==> src/rtl/ponylink_ioctl_pkg.sv <==
// Shared definitions for the ponylink I/O controller: the sequencing state
// enum, parameter defaults and a small sizing helper.
// Optional feature macro: PONYLINK_IOCTL_COLLDET_EN (collision detection).
package ponylink_ioctl_pkg;

    typedef enum logic [1:0] {
        WAIT_LOCK  = 2'd0,
        SERDES_RST = 2'd1,
        CORE_RST   = 2'd2,
        RUN        = 2'd3
    } state_t;

    localparam int DEF_PARBITS           = 4;
    localparam int DEF_LOCK_CYCLES       = 4;
    localparam int DEF_SERDES_RST_CYCLES = 8;
    localparam int DEF_CORE_RST_CYCLES   = 8;
    localparam int DEF_TRI_HOLD          = 3;
    localparam int DEF_COLL_LAT          = 2;

    // Largest of three phase lengths, used to size the shared phase counter.
    function automatic int max3(input int a, input int b, input int c);
        int m;
        m = a;
        if (b > m) m = b;
        if (c > m) m = c;
        return m;
    endfunction

endpackage

==> src/rtl/ponylink_ioctl_sync.sv <==
// Two-flop synchronizer for the asynchronous PLL lock indication.
// Cleared to 0 while resetn is low so a reset always restarts sequencing.
module ponylink_ioctl_sync (
    input  logic clk,
    input  logic resetn,
    input  logic d,
    output logic q
);

    logic meta_q;

    // Two-stage resynchronisation into the clk domain.
    always_ff @(posedge clk or negedge resetn) begin
        if (!resetn) begin
            meta_q <= 1'b0;
            q      <= 1'b0;
        end else begin
            meta_q <= d;
            q      <= meta_q;
        end
    end

endmodule

==> src/rtl/ponylink_ioctl.sv <==
// Ponylink I/O controller: sequences SERDES and core resets from PLL lock,
// converts per-bit drive enables into an OSERDES data word (undriven bits
// repeat the last driven value) plus a tristate control with hold-off, and
// forwards received words to the core while running.
// Optional feature macro: PONYLINK_IOCTL_COLLDET_EN compiles in readback
// collision detection; without it collision/coll_count are tied to 0.
//
// Handshake: there is no valid/ready flow control; every clk cycle carries
// exactly one word in each direction and the core must accept serdes_in on
// every cycle that core_resetn is high.
module ponylink_ioctl
    import ponylink_ioctl_pkg::*;
#(
    parameter int PARBITS           = DEF_PARBITS,
    parameter int LOCK_CYCLES       = DEF_LOCK_CYCLES,
    parameter int SERDES_RST_CYCLES = DEF_SERDES_RST_CYCLES,
    parameter int CORE_RST_CYCLES   = DEF_CORE_RST_CYCLES,
    parameter int TRI_HOLD          = DEF_TRI_HOLD,
    parameter int COLL_LAT          = DEF_COLL_LAT
) (
    input  logic               clk,
    input  logic               resetn,
    input  logic               pll_locked,
    output logic               serdes_rst,
    output logic               core_resetn,
    input  logic [PARBITS-1:0] serdes_out,
    input  logic [PARBITS-1:0] serdes_en,
    output logic [PARBITS-1:0] serdes_in,
    output logic [PARBITS-1:0] oserdes_d,
    output logic               oserdes_t,
    input  logic [PARBITS-1:0] iserdes_q,
    input  logic               coll_clr,
    output logic               collision,
    output logic [7:0]         coll_count,
    output state_t             dbg_state
);

    localparam int CNT_W  = $clog2(max3(LOCK_CYCLES, SERDES_RST_CYCLES, CORE_RST_CYCLES) + 1);
    localparam int HOLD_W = (TRI_HOLD > 1) ? $clog2(TRI_HOLD) : 1;

    logic              lock_s;
    state_t            state_q, state_d;
    logic [CNT_W-1:0]  cnt_q, cnt_d;
    logic              run_ok;
    logic              last_q, last_d;
    logic [PARBITS-1:0] word_d;
    logic [HOLD_W-1:0] hold_q;

    ponylink_ioctl_sync u_sync (
        .clk    (clk),
        .resetn (resetn),
        .d      (pll_locked),
        .q      (lock_s)
    );

    assign dbg_state = state_q;

    // Datapath is live only in RUN with lock still present, so a lock drop
    // silences the pins on the same edge the FSM falls back to WAIT_LOCK.
    assign run_ok    = (state_q == RUN) && lock_s;
    assign serdes_in = (state_q == RUN) ? iserdes_q : '0;

    // Sequencing state, phase counter and registered reset outputs.
    always_ff @(posedge clk or negedge resetn) begin
        if (!resetn) begin
            state_q     <= WAIT_LOCK;
            cnt_q       <= '0;
            serdes_rst  <= 1'b1;
            core_resetn <= 1'b0;
        end else begin
            state_q     <= state_d;
            cnt_q       <= cnt_d;
            serdes_rst  <= (state_d == WAIT_LOCK) || (state_d == SERDES_RST);
            core_resetn <= (state_d == RUN);
        end
    end

    // Next-state: count each phase to its length; losing lock aborts anywhere.
    always_comb begin
        state_d = state_q;
        cnt_d   = cnt_q;
        if (!lock_s) begin
            state_d = WAIT_LOCK;
            cnt_d   = '0;
        end else begin
            case (state_q)
                WAIT_LOCK: begin
                    if (cnt_q == CNT_W'(LOCK_CYCLES - 1)) begin
                        state_d = SERDES_RST;
                        cnt_d   = '0;
                    end else begin
                        cnt_d = cnt_q + CNT_W'(1);
                    end
                end
                SERDES_RST: begin
                    if (cnt_q == CNT_W'(SERDES_RST_CYCLES - 1)) begin
                        state_d = CORE_RST;
                        cnt_d   = '0;
                    end else begin
                        cnt_d = cnt_q + CNT_W'(1);
                    end
                end
                CORE_RST: begin
                    if (cnt_q == CNT_W'(CORE_RST_CYCLES - 1)) begin
                        state_d = RUN;
                        cnt_d   = '0;
                    end else begin
                        cnt_d = cnt_q + CNT_W'(1);
                    end
                end
                default: begin
                    cnt_d = '0;
                end
            endcase
        end
    end

    // Bit scan: driven bits update "last", every bit takes the current "last".
    always_comb begin
        word_d = '0;
        last_d = last_q;
        for (int i = 0; i < PARBITS; i++) begin
            if (serdes_en[i]) last_d = serdes_out[i];
            word_d[i] = last_d;
        end
    end

    // Output word register and tristate hold-off countdown.
    always_ff @(posedge clk or negedge resetn) begin
        if (!resetn) begin
            oserdes_d <= '0;
            oserdes_t <= 1'b1;
            last_q    <= 1'b0;
            hold_q    <= '0;
        end else if (!run_ok) begin
            oserdes_d <= '0;
            oserdes_t <= 1'b1;
            last_q    <= 1'b0;
            hold_q    <= '0;
        end else begin
            oserdes_d <= word_d;
            last_q    <= last_d;
            if (|serdes_en) begin
                oserdes_t <= 1'b0;
                hold_q    <= HOLD_W'(TRI_HOLD - 1);
            end else if (hold_q != '0) begin
                oserdes_t <= 1'b0;
                hold_q    <= hold_q - HOLD_W'(1);
            end else begin
                oserdes_t <= 1'b1;
            end
        end
    end

`ifdef PONYLINK_IOCTL_COLLDET_EN
    // Entry layout: [PARBITS:1] = driven word, [0] = drive active.
    logic [PARBITS:0] coll_pipe [COLL_LAT];
    logic [PARBITS:0] coll_dly;
    logic             coll_hit;

    assign coll_dly = coll_pipe[COLL_LAT-1];
    assign coll_hit = coll_dly[0] && (coll_dly[PARBITS:1] != iserdes_q);

    // Delay the drive word to line up with its readback.
    always_ff @(posedge clk or negedge resetn) begin
        if (!resetn) begin
            for (int i = 0; i < COLL_LAT; i++) coll_pipe[i] <= '0;
        end else begin
            coll_pipe[0] <= {oserdes_d, ~oserdes_t};
            for (int i = 1; i < COLL_LAT; i++) coll_pipe[i] <= coll_pipe[i-1];
        end
    end

    // Sticky flag and saturating count; clearing beats a same-cycle hit.
    always_ff @(posedge clk or negedge resetn) begin
        if (!resetn) begin
            collision  <= 1'b0;
            coll_count <= '0;
        end else if (coll_clr || !run_ok) begin
            collision  <= 1'b0;
            coll_count <= '0;
        end else if (coll_hit) begin
            collision <= 1'b1;
            if (coll_count != 8'hFF) coll_count <= coll_count + 8'd1;
        end
    end
`else
    localparam int unused_coll_lat = COLL_LAT;
    logic unused_coll_clr;

    assign unused_coll_clr = coll_clr;
    assign collision       = 1'b0;
    assign coll_count      = '0;
`endif

endmodule

==> config.mk <==
export PLATFORM = sky130hd
export DESIGN_NAME = ponylink_ioctl
export DESIGN_NICKNAME = d
export VERILOG_FILES = /design/src/rtl/ponylink_ioctl_pkg.sv /design/src/rtl/ponylink_ioctl_sync.sv /design/src/rtl/ponylink_ioctl.sv
export SDC_FILE = /design/constraint.sdc
export NUM_CORES = 1
export LEC_CHECK = 0
export ABC_AREA = 0
export CORE_MARGIN = 2
export CORE_UTILIZATION = 38
export CTS_CLUSTER_SIZE = 8
export DETAILED_ROUTE_END_ITERATION = 7
export GPL_TIMING_DRIVEN = 0
export PLACE_DENSITY = 0.74
export SYNTH_ARGS = -nofsm -noshare
export SYNTH_HDL_FRONTEND = slang
export SYNTH_SLANG_ARGS = --single-unit
==> constraint.sdc <==
create_clock -name clk -period 1.4 [get_ports clk]
set_input_delay 0.28 -clock clk [delete_from_list [all_inputs] [get_ports clk]]
set_output_delay 0.28 -clock clk [all_outputs]
set_load 0.02 [all_outputs]
==> impl_results.md <==
* TritonCTS Buffers at 3
* Layout cells sized above 1 at 38.13%
* First-pass GRT wire length at 3.346 mm
* Critical Path RT at 1.59 ns
* 1st-iter DRT viols at 7
* Reg power frac at 49.4%
* Worst setup SP type: flop
* Post-synthesis sequential area ratio at between 40 and 50%
* Setup slack after layout at -0.1261 ns
* Initial Util at roughly 40%
* Vias per inst at 4.651
* Power share of the clock group at 24.9%
* CTS tree: done
* Net Sw Frac at around 30%
* Distinct cells, synth at 28
* Arrival time at the worst endpoint at 1.72 ns
* Fill cells at roughly 210
* DIE AREA at 2929 um^2
* Total track usage at 16.74%
* Final hold violation count at 0
* Pwr per Cell Area at approximately 720 nW/um^2
* Mapped Area at 954.7 um^2
* Commonest non-fill, non-tap cell in the layout: clkdlybuf4s50_1
* Setup Viol. Count Final at 11
* Number of buffers and inverters on the critical path at 2
* Clk Latency, worst-skew pair at approximately 0.3 ns
* Worst hold path depth at 0
* Number of global-route vias before repair at 739
* CP delay by family, top: simple AND/OR/NAND/NOR gates
* R2R setup slack at -0.13 ns
* Top achievable clock speed at 0.6553 GHz
* Hold path start: u_sync.meta_q
* DRC viols at 0
* FF-to-FF path depth at 6
* Critical path class: flop to flop
* Initial antenna violation count at 0
* Clock buffer depth at 2
* Routed Antenna Nets at 0
* CTS sink cnt at 17
* CTS clk-pin slew, worst paths at 0.10 ns
* Vias at 786
* Final min period at 1.526 ns
* Yosys top cell by area: dfrtp_1
* Worst clock skew at between 0.004 and 0.005 ns
* Total gr overflow at 0
* Synth Warn # at 0
* Failing checks: setup timing
* Antenna cells at 0
* Post-synth top area share at 39.32%
* Worst slew margin at between 50% and 60%
* Cts hold-fix bufs at 0
* P_int at about 750 uW
* Ys flop type: dfrtp_1
* Dpl hpwl at 1.391 mm
* CP max-delay cell: dfrtp_2
* Routed len/inst at ~13 um
* Worst hold slack at approximately 0.36 ns
* Drt pass-1 iters at 4
* Synth Area per Inst at around 10 um^2
* Psw at around 320 uW
* Register bit total from synthesis at 17
* P&R area growth vs syn at 56.09%
* Total Wirelength at ~2.2 mm
* Worst R2R Start: dbg_state[1]
* FF-to-FF End: core_resetn
* CP Cell Sequence: buf_6 -> inv_4 -> ha_4 -> or3_4 -> o221ai_4 -> nor2_1
* Fin nets at between 150 and 200
* WHS Endpoint: u_sync.q
* Largest net degree at the start of global routing at 18
* Crit-path max FO at 4
* # IOs at 38
* RSZ-0062 raised after global routing: yes
* Row count at 18
* Cell Count Post-Placement at 160
* Comb pwr share at 25.7%
* Max Slew Vio Count at 0
* CTS root buffer: clkbuf_4
* Period utilization at 109.0%
* GPL Wtd Cong at 0.8736
* Commonest cells after routing, fill and taps aside: clkdlybuf4s50_1 (14), dfrtp_1 (13), buf_4 (12)
* Cell count after synthesis at 95
* Fraction of registers with async set/reset at 100.0%
* EDFF count, synth at 0
* Status: finished, violations left
* Max-cap viol count at 0
* Core area at 2432 um^2
* Max incr delay on CP at about 0.44 ns
* Die X at 54.12 um
* Final Non-Filler Cells at 169
* Peak supply drop at 0.7926 mV
* Hold Path Class: flop to flop
* Area contributors post-synth: dfrtp_1 (39%), ha_1 (9.2%), buf_4 (8.7%), dfstp_2 (5.5%), inv_1 (4.3%)
* Critical Path Sink Type: flop
* Die Ht at 54.12 um
* # H-tree levels at 1
* Static Leakage at 0.0006895 uW
* Tightest Pin Transition at 0.7266 ns
* IO Port Bufs at 27
[registers in the layout (all words and copies together) (netlist names)]
| register | cells |
|---|---|
| cnt_q | 4 |
| oserdes_d | 3 |
| dbg_state | 2 |
| serdes_rst | 1 |
| u_sync.q | 1 |
| hold_q | 2 |
| core_resetn | 1 |
| u_sync.meta_q | 1 |
| last_q | 1 |
| oserdes_t | 1 |
[metal layers]
layer	GRT usage [%]	vias to the layer above	part of all wire [%]
li1	-	381	-
met1	17.94	375	38
met2	30.52	23	54
met3	5.000	7	5.2
met4	6.250	0	2.4
met5	0	-	0
[repair_timing]
| item | 4_1_cts | 5_1_grt |
|---|---|---|
| setup buffers | 4 | 1 |
| gates cloned | 0 | 0 |
| endpoints found under the hold margin | 0 | 0 |
| setup endpoints to repair | 18 | 14 |
| resized for setup | 43 | 24 |
| pin swaps | 3 | 7 |
[synthesized netlist by cell type (all sizes together), types with 2 or more instances]
cell    count
nand2       4
nand2b      2
and2        4
a21oi       5
nor2b       3
inv        11
dfrtp      15
o21ai       4
xnor2       3
o21a        2
a41oi       2
dfstp       2
nor2        9
ha          7
buf        11
[power by group through the flow]
stage	logic [uW]	clock network [uW]	registers, uW
floorplan	130	0	541
global placement	208	0	538
detailed placement	214	0	540
CTS	261	276	531
global route	300	299	535
finish	277	269	532
[cell families after synthesis]
family | share of synthesized area, %
and+or+nand+nor | 14.28
buffers and inverters | 12.98
DFF | 44.82
AOI/OAI and AO/OA | 11.66
adders and majority gates | 9.174
xor gates and xnor gates | 2.753
muxes | 3.931
other | 0.3928
[worst reg2reg max path, delay by kind of cell (launching register included)]
kind	cells	cell delay (ns)
buf+inv	2	0.18
fa+ha+maj	1	0.16
simple gates	2	0.47
compound gates	1	0.17
flops	1	0.44
[area by class of cell]
type	instances	area (um^2)	share of cell area, %
Buffer	11	82.58	5.542
Clock buffer	3	22.52	1.511
Clock inverter	1	5.005	0.3359
Inverter	11	43.79	2.939
Multi-Input combinational cell	64	555.5	37.28
Sequential cell	17	430.4	28.88
Tap cell	30	37.54	2.519
Timing Repair Buffer	32	312.8	20.99
[worst max-delay path by stage]
stage                    to          from  slack, ns  cells after the start
5_1_grt         core_resetn  dbg_state[1]      -0.19                      6
4_1_cts        dbg_state[1]  dbg_state[0]      -0.14                      5
2_1_floorplan  dbg_state[1]  dbg_state[0]      0.008                      4
3_5_place_dp   serdes_in[1]  iserdes_q[1]      -0.33                      3
3_3_place_gp   serdes_in[1]  iserdes_q[1]      -0.31                      3
6_report        core_resetn  dbg_state[1]      -0.13                      6
[through the flow]
stage | utilization [%] | setup TNS (ns) | power (uW) | setup WS [ns] | area [um^2]
2_1_floorplan | - | 0 | 671.7 | 0.007761 | 989.7
3_3_place_gp | 53.34 | -2.186 | 746.7 | -0.3135 | 1297
3_5_place_dp | 53.34 | -2.573 | 754.6 | -0.3334 | 1297
4_1_cts | 58.28 | -0.8267 | 1069 | -0.1370 | 1418
5_1_grt | 61.27 | -1.394 | 1134 | -0.1888 | 1490
6_report | 61.27 | -0.7805 | 1077 | -0.1261 | 1490
No activity file was read; power rests on OpenSTA's default activity.
==> RTL change: new RTL, same settings <==
Build with the macro `PONYLINK_IOCTL_COLLDET_EN` defined.
--- a/src/rtl/ponylink_ioctl.sv
+++ b/src/rtl/ponylink_ioctl.sv
@@ -9,4 +9,6 @@
 // exactly one word in each direction and the core must accept serdes_in on
 // every cycle that core_resetn is high.
+`define PONYLINK_IOCTL_COLLDET_EN
+
 module ponylink_ioctl
     import ponylink_ioctl_pkg::*;
Function: no difference found for any inputs over 10 cycles, from zero or initial values and one cycle with resetn low; that may be too few to reach the edited logic, so the function may still have changed.
==> RTL change against the unedited design <==
The run still ends with setup timing left; final cell count up 56%; area after synthesis rose by 72%; critical path depth fell by 1; hold slack got worse by 0.29 ns; die area rose by 66%; cell area up 68%; global-route usage decreased by 1.2 points; wire length is 79% higher; sequential cell count increased by 19; power grew 110%; setup slack lost 0.093 ns.
==> RTL change: results (changes against the unedited design) <==
Layout cells sized above 1 -> 38.3% (+0.19 points)
Fillers -> 337 (+59%)
Post-synthesis share of cell area spent on xor and xnor gates -> 3.73% (+0.98 points)
Num sequential -> 36 (+19)
Compound-cell area share of the yosys netlist -> 12.8% (+1.1 points)
Final setup fails -> 14 (+3)
DP Area -> 0.00209 mm^2 (+61%)
Cts repair resizes -> 95 (+120%)
Slowest CP cell -> or4_4
Reg2Reg Depth -> 5 (-1)
Failing checks -> setup timing
Seq/total area -> 36.2% (+7.4 points)
Post-DP HPWL -> 2320 um (+66%)
Tapcell count -> 50 (+67%)
Multi-In Gates -> 104 (+63%)
Worst Slack Setup Final -> -0.219 ns (-0.0933 ns)
I/O Buffers -> 37 (+37%)
Routed WL -> 3890 um (+79%)
Status -> finished with violations
Worst path max stage delay -> 0.48 ns (+0.04 ns)
Clock buf count -> 6 (+3)
Hold WC Path Type -> in -> async
Largest net degree at the start of global routing -> 37 (+19)
Multi-input combinational area share -> 36.0% (-1.3 points)
Placer's final routability congestion estimate -> 0.834 (-4.5%)
Sum of negative setup slack -> -1.61 ns (-0.834 ns)
Clk. pwr -> 891 uW (+230%)
Max VDD drop -> 574 uV (-28%)
Final Cell Area -> 0.00251 mm^2 (+68%)
-- RTL change: worst paths after layout --
path / start / endpoint / slack [ns]
worst min-delay path: resetn / coll_pipe[8] / 0.06
worst max-delay path: coll_dly[1] / coll_count[6] / -0.22
max in group asynchronous: resetn / dbg_state[0] / 0.78
min in group clk: coll_pipe[9] / coll_dly[4] / 0.35
worst min register to register: coll_pipe[9] / coll_dly[4] / 0.35
worst max register to register: coll_dly[1] / coll_count[6] / -0.22
-- RTL change: metrics by stage --
| step | std cells | hold slack [ns] |
|---|---|---|
| CTS | 260 | 0.101 |
| floorplan | 154 | -0.0156 |
| global route | 264 | 0.133 |
| detailed placement | 241 | 0.336 |
| global placement | 241 | 0.332 |
| finish | 264 | 0.0646 |
-- RTL change: routing by layer --
layer | wire length [um] | share of wire (%) | vias to the layer above
met5 | 0 | 0 | -
met4 | 62 | 1.6 | 0
met3 | 199 | 5.1 | 8
met2 | 1940 | 50 | 42
met1 | 1700 | 44 | 695
li1 | - | - | 658
